`src/rtl/elevator_pkg.sv`:
```
// Shared types and helpers for the single-car elevator controller.
package elevator_pkg;

  localparam int unsigned MaxFloors = 16;
  localparam int unsigned MaxFloorW = 4;

  typedef enum logic [1:0] {
    StIdle,
    StMoveUp,
    StMoveDn,
    StDoorOpen
  } state_e;

  // 1 when any pending call lies strictly above (up=1) or below (up=0) the car.
  function automatic logic ahead_mask(input logic [MaxFloors-1:0] pending,
                                      input logic [MaxFloorW-1:0] cur,
                                      input logic                 up);
    logic hit;
    hit = 1'b0;
    for (int unsigned k = 0; k < MaxFloors; k++) begin
      if (pending[k] && (up ? (k > 32'(cur)) : (k < 32'(cur)))) begin
        hit = 1'b1;
      end
    end
    return hit;
  endfunction

endpackage

```
`src/rtl/dwell_timer.sv`:
```
// Phase timer: counts 0..last_i while enabled, flags the terminal count and
// restarts from 0 on the following cycle.
module dwell_timer #(
  parameter int unsigned Width = 4
) (
  input  logic             clk,
  input  logic             rst_n,
  input  logic             en_i,
  input  logic             load_i,
  input  logic [Width-1:0] last_i,
  output logic             tc_o
);

  logic [Width-1:0] count_q, count_d;

  assign tc_o = en_i && (count_q == last_i);

  always_comb begin
    count_d = count_q + Width'(1);
    if (load_i || !en_i || tc_o) begin
      count_d = '0;
    end
  end

  always_ff @(posedge clk or negedge rst_n) begin
    if (!rst_n) begin
      count_q <= '0;
    end else begin
      count_q <= count_d;
    end
  end

endmodule

```
`src/rtl/elevator_ctrl.sv`:
```
// Single-car elevator controller: latches calls, serves them in SCAN order and
// times per-floor travel and door dwell.
module elevator_ctrl
  import elevator_pkg::*;
#(
  parameter int unsigned N_FLOORS    = 4,
  parameter int unsigned MOVE_CYCLES = 50,
  parameter int unsigned DOOR_CYCLES = 100,
  localparam int unsigned FLOOR_W    = $clog2(N_FLOORS)
) (
  input  logic                clk,
  input  logic                rst_n,
  input  logic [N_FLOORS-1:0] req_i,
  output logic [FLOOR_W-1:0]  cur_floor_o,
  output logic                moving_o,
  output logic                dir_up_o,
  output logic                door_open_o,
  output logic [N_FLOORS-1:0] pending_o
);

  localparam int unsigned TimerMax = (MOVE_CYCLES > DOOR_CYCLES) ? MOVE_CYCLES : DOOR_CYCLES;
  localparam int unsigned TimerW   = $clog2(TimerMax + 1);
  localparam logic [TimerW-1:0] MoveLast = TimerW'(MOVE_CYCLES - 1);
  localparam logic [TimerW-1:0] DoorLast = TimerW'(DOOR_CYCLES - 1);

  state_e               state_q, state_d;
  logic [FLOOR_W-1:0]   cur_floor_q, cur_floor_d;
  logic                 dir_up_q, dir_up_d;
  logic [N_FLOORS-1:0]  pending_q, pending_d;

  logic                 ahead_up, ahead_dn;
  logic                 timer_en, timer_load, timer_tc;
  logic [TimerW-1:0]    timer_last;

  assign ahead_up = ahead_mask(MaxFloors'(pending_q), MaxFloorW'(cur_floor_q), 1'b1);
  assign ahead_dn = ahead_mask(MaxFloors'(pending_q), MaxFloorW'(cur_floor_q), 1'b0);

  assign timer_en   = (state_q != StIdle);
  assign timer_last = (state_q == StDoorOpen) ? DoorLast : MoveLast;
  // Any phase change restarts the dwell count from zero.
  assign timer_load = (state_d != state_q);

  dwell_timer #(
    .Width (TimerW)
  ) u_dwell_timer (
    .clk    (clk),
    .rst_n  (rst_n),
    .en_i   (timer_en),
    .load_i (timer_load),
    .last_i (timer_last),
    .tc_o   (timer_tc)
  );

  always_comb begin
    state_d     = state_q;
    cur_floor_d = cur_floor_q;
    dir_up_d    = dir_up_q;
    pending_d   = pending_q | req_i;
    // A call at the floor whose door is open is absorbed rather than latched.
    if (state_q == StDoorOpen) begin
      pending_d[cur_floor_q] = 1'b0;
    end

    unique case (state_q)
      StIdle: begin
        if (pending_q[cur_floor_q]) begin
          state_d = StDoorOpen;
        end else if (ahead_up) begin
          state_d  = StMoveUp;
          dir_up_d = 1'b1;
        end else if (ahead_dn) begin
          state_d  = StMoveDn;
          dir_up_d = 1'b0;
        end
      end
      StMoveUp, StMoveDn: begin
        if (timer_tc) begin
          cur_floor_d = (state_q == StMoveUp) ? cur_floor_q + FLOOR_W'(1)
                                              : cur_floor_q - FLOOR_W'(1);
          if (pending_q[cur_floor_d]) begin
            state_d = StDoorOpen;
          end
        end
      end
      StDoorOpen: begin
        if (timer_tc) begin
          if (dir_up_q ? ahead_up : ahead_dn) begin
            state_d = dir_up_q ? StMoveUp : StMoveDn;
          end else if (dir_up_q ? ahead_dn : ahead_up) begin
            state_d  = dir_up_q ? StMoveDn : StMoveUp;
            dir_up_d = !dir_up_q;
          end else begin
            state_d = StIdle;
          end
        end
      end
      default: state_d = StIdle;
    endcase
  end

  always_ff @(posedge clk or negedge rst_n) begin
    if (!rst_n) begin
      state_q     <= StIdle;
      cur_floor_q <= '0;
      dir_up_q    <= 1'b1;
      pending_q   <= '0;
    end else begin
      state_q     <= state_d;
      cur_floor_q <= cur_floor_d;
      dir_up_q    <= dir_up_d;
      pending_q   <= pending_d;
    end
  end

  assign cur_floor_o = cur_floor_q;
  assign dir_up_o    = dir_up_q;
  assign pending_o   = pending_q;
  assign moving_o    = (state_q == StMoveUp) || (state_q == StMoveDn);
  assign door_open_o = (state_q == StDoorOpen);

endmodule

```
`config.mk`:
```
export PLATFORM = sky130hd
export DESIGN_NAME = elevator_ctrl
export DESIGN_NICKNAME = d
export VERILOG_FILES = /design/src/rtl/elevator_pkg.sv /design/src/rtl/dwell_timer.sv /design/src/rtl/elevator_ctrl.sv
export SDC_FILE = /design/constraint.sdc
export NUM_CORES = 1
export LEC_CHECK = 0
export CORE_AREA = 2 2 52 54
export CTS_BUF_LIST = sky130_fd_sc_hd__clkbuf_8
export CTS_CLUSTER_DIAMETER = 120
export DETAILED_ROUTE_END_ITERATION = 16
export DIE_AREA = 0 0 54 56
export GPL_TIMING_DRIVEN = 0
export PLACE_DENSITY = 0.71
export SLEW_MARGIN = 10
export SYNTH_ARGS = -nofsm -noshare
export SYNTH_HDL_FRONTEND = slang
export SYNTH_SLANG_ARGS = --single-unit
```
`constraint.sdc`:
```
create_clock -name clk -period 2.55 [get_ports clk]
set_input_delay 0.3825 -clock clk [delete_from_list [all_inputs] [get_ports clk]]
set_output_delay 0.3825 -clock clk [all_outputs]
set_load 0.02 [all_outputs]
```
==> impl_results.md <==
* Outcome: complete, no violations
* Fin area at 1400 um2
* DRT Pass-1 Iters at 4
* Full die area at just over 3000 um2
* Clock period minus worst slack at 2.40 ns
* Critical-path cell list: ha_1, or4b_4, a211o_4, a22oi_2, a32o_4, nor4_2
* Fin worst setup slack at approximately 0.15 ns
* Clock-pin slew on the worst setup and hold paths at 0.07 ns
* Hold-critical path depth at 2
* CP Launch Type: flip-flop
* Metal3 WL at 66 um
* Clock Skews at 0.00369 ns
* Rel. slew slack at 0.510
* Synth Cell Area at approximately 1200 um2
* Total power at ~1.2 mW
* Layout Area Growth over Synthesis at 19.0%
* Max layer used: met4
* Max-cap violations at 0
* WL met1 at 1.17 mm
* Hold Vio Cnt, Final at 0
* Ports at 15
* Reg-to-reg endpoint: u_dwell_timer.count_q[2]$_DFF_PN0_
* Syn Nets at 129
* Setup bufs post-CTS at 0
* Area after DPL at 1350 um2
* Clock Tree Buf Depth at 2
* First DRT Iteration DRCs at 13
* Pre-CTS setup slack at about 0.15 ns
* Post-DRT Antenna Nets at 0
* DR WL met2 at 1.17 mm
* P_leak at 0.543 nW
* Gr usage total at 0.183
* Unrepaired setup endpoints after global routing: no
* Tightest Pin Transition at ~0.73 ns
* Reg area at 402 um2
* Hold Path Sink: dir_up_o$_DFFE_PN1P_
* Power Dens Cells at about 860 nW/um2
* Fin nets at between 100 and 150
* Vias at 930
* Chip Height at approximately 56 um
* Fraction of registers with async set/reset at 1.00
* Peak supply drop at 669 uV
* Fin. max-slew vios at 0
* Placed Cells at ~160
* # H-tree levels at 1
* Clock tree root buffer cell: clkbuf_8
* Setup crit end kind: flip-flop
* # rows at 18
* Sequential area share after synthesis at 0.342
* Clock sink count at 16
* Yosys warns at 0
* Setup violators final at 0
* Tcrit/Tclk final at 0.942
* Synthesis-stage register bit count at 16
* Util after Layout at 0.574
* Number of synthesized flops with an enable pin at 0
* Post-CTS Hold Buffers at 0
* CTS tree: yes
* Buffers on Ports at 14
* Worst Path Arrival at 2.51 ns
* Mean routed wirelength per cell at ~15 um
* Die Width at approximately 54 um
* Layout cells sized above 1 at 0.160
* Ys flop type: dfrtp_1
* DRC viols at 0
* Setup tns final at 0 ns
* Antenna diodes at 0
* Starting Density at 0.483
* Mapped Cells at 113
* Worst Setup Path Type: reg -> reg
* CP Data Required Time at 2.66 ns
* Reg2reg setup slack at ~0.15 ns
* Multi-input logic area at between 700 and 800 um2
* Hold slack at 0.522 ns
* Total Wirelength at 2.43 mm
* FF-to-FF path depth at 6
* Crit path max fanout at 7
* Hold path startpoint: dir_up_o$_DFFE_PN1P_
* CTS Buf Count at 3
* Hold Crit Class: reg -> reg
* Routability Congestion at 0.793
* Largest net degree at the start of global routing at 17
* First-pass GRT wire length at between 4 and 5 mm
* Launch point of the worst reg-to-reg path: state_q[0]$_DFF_PN0_
* Initial antenna violation count at 0
* Resized cells post-CTS at 0
* Clock Latency Late Sink at 0.25 ns
* # fillers at 222
* Max frequency at roughly 0.42 GHz
* Count of different cell masters after synthesis at 43
* Remaining Overflow, GRT at 0
* Area of the core at ~2400 um2
* Synthesized area per cell at 10.4 um2
* Critical path's largest stage delay at ~0.60 ns
* HPWL after DPL at 1.83 mm
* Via density at 5.78
* CP max-delay cell: or4b_4
* Number of global-route vias before repair at 928
* Final non-filler cell total at 161
[metal layers]
metal  global-route usage  up-vias
met1                0.249      462
met4               0.0643        0
li1                     -      452
met3               0.0323        2
met5                    0        -
met2                0.286       14
[kinds of logic (layout without fill, tap and decap cells)]
family                     after synthesis  count (layout)  synth area share
buffers and inverters                    8              26            0.0256
AOI/OAI and AO/OA                       22              22             0.164
muxes                                    3               3            0.0512
DFF                                     16              16             0.342
xor gates and xnor gates                 7               7            0.0522
adders and majority gates               10              10             0.107
and+or+nand+nor                         47              47             0.258
[where the power goes]
group,switching [mW],leakage (nW),internal [mW]
Sequential,0.0598,0.194,0.302
Combinational,0.363,0.321,0.271
Clock,0.0910,0.0269,0.107
Total,0.514,0.543,0.680
[synthesized netlist by cell type, types with 2 or more instances]
cell type | number | area, um2
inv_1 | 6 | 22.5
mux4_2 | 2 | 45.0
and3_1 | 2 | 12.5
nand3_1 | 8 | 40.0
nor2_1 | 10 | 37.5
a211oi_1 | 2 | 15.0
nor4_2 | 4 | 50.1
dfrtp_1 | 15 | 375
ha_1 | 10 | 125
xnor2_1 | 3 | 26.3
nor3_1 | 4 | 20.0
a21oi_1 | 8 | 40.0
xor2_1 | 4 | 35.0
nand2_1 | 5 | 18.8
nor3_2 | 2 | 20.0
[flip-flops by register name, indices dropped and copies added (netlist names)]
signal and cells:
dir_up_o 1, cur_floor_o 2, u_dwell_timer.count_q 7, state_q 2, pending_o 4
[layout make-up]
class | count | share of cell area
Multi-Input combinational cell | 89 | 0.531
Sequential cell | 16 | 0.288
Tap cell | 30 | 0.0269
Clock inverter | 1 | 0.00269
Inverter | 6 | 0.0161
Clock buffer | 3 | 0.0296
Timing Repair Buffer | 14 | 0.100
Buffer | 2 | 0.00538
[critical path, delay by kind of cell (launching register included)]
kind            cells  cell delay [ns]
compound gates      3             0.89
fa+ha+maj           1             0.28
flops               1             0.42
simple gates        2             0.66
[placed cells by master, fill, tap and decap left out, drive strengths merged, types with 2 or more instances in the layout]
cell | netlist | final
a21oi | 8 | 8
clkdlybuf4s50 | 0 | 14
nand3 | 8 | 8
ha | 10 | 10
xnor2 | 3 | 3
a22oi | 2 | 2
nor2 | 10 | 10
nand2 | 6 | 6
inv | 6 | 7
and3 | 2 | 2
xor2 | 4 | 4
dfrtp | 15 | 15
a211oi | 3 | 3
nor4 | 4 | 4
clkbuf | 1 | 4
mux4 | 2 | 2
nor3 | 6 | 6
[worst max path at each step]
stage | slack [ns] | from | cells past startpoint | end
2_1_floorplan | 0.23 | state_q[0]$_DFF_PN0_ | 6 | u_dwell_timer.count_q[1]$_DFF_PN0_
3_3_place_gp | 0.17 | state_q[0]$_DFF_PN0_ | 6 | u_dwell_timer.count_q[1]$_DFF_PN0_
3_5_place_dp | 0.15 | state_q[0]$_DFF_PN0_ | 6 | u_dwell_timer.count_q[2]$_DFF_PN0_
4_1_cts | 0.12 | state_q[0]$_DFF_PN0_ | 6 | u_dwell_timer.count_q[2]$_DFF_PN0_
5_1_grt | 0.003 | cur_floor_o[0]$_DFFE_PN0P_ | 7 | u_dwell_timer.count_q[2]$_DFF_PN0_
6_report | 0.15 | state_q[0]$_DFF_PN0_ | 6 | u_dwell_timer.count_q[2]$_DFF_PN0_
Note: power is estimated with default switching activity, not from simulation.
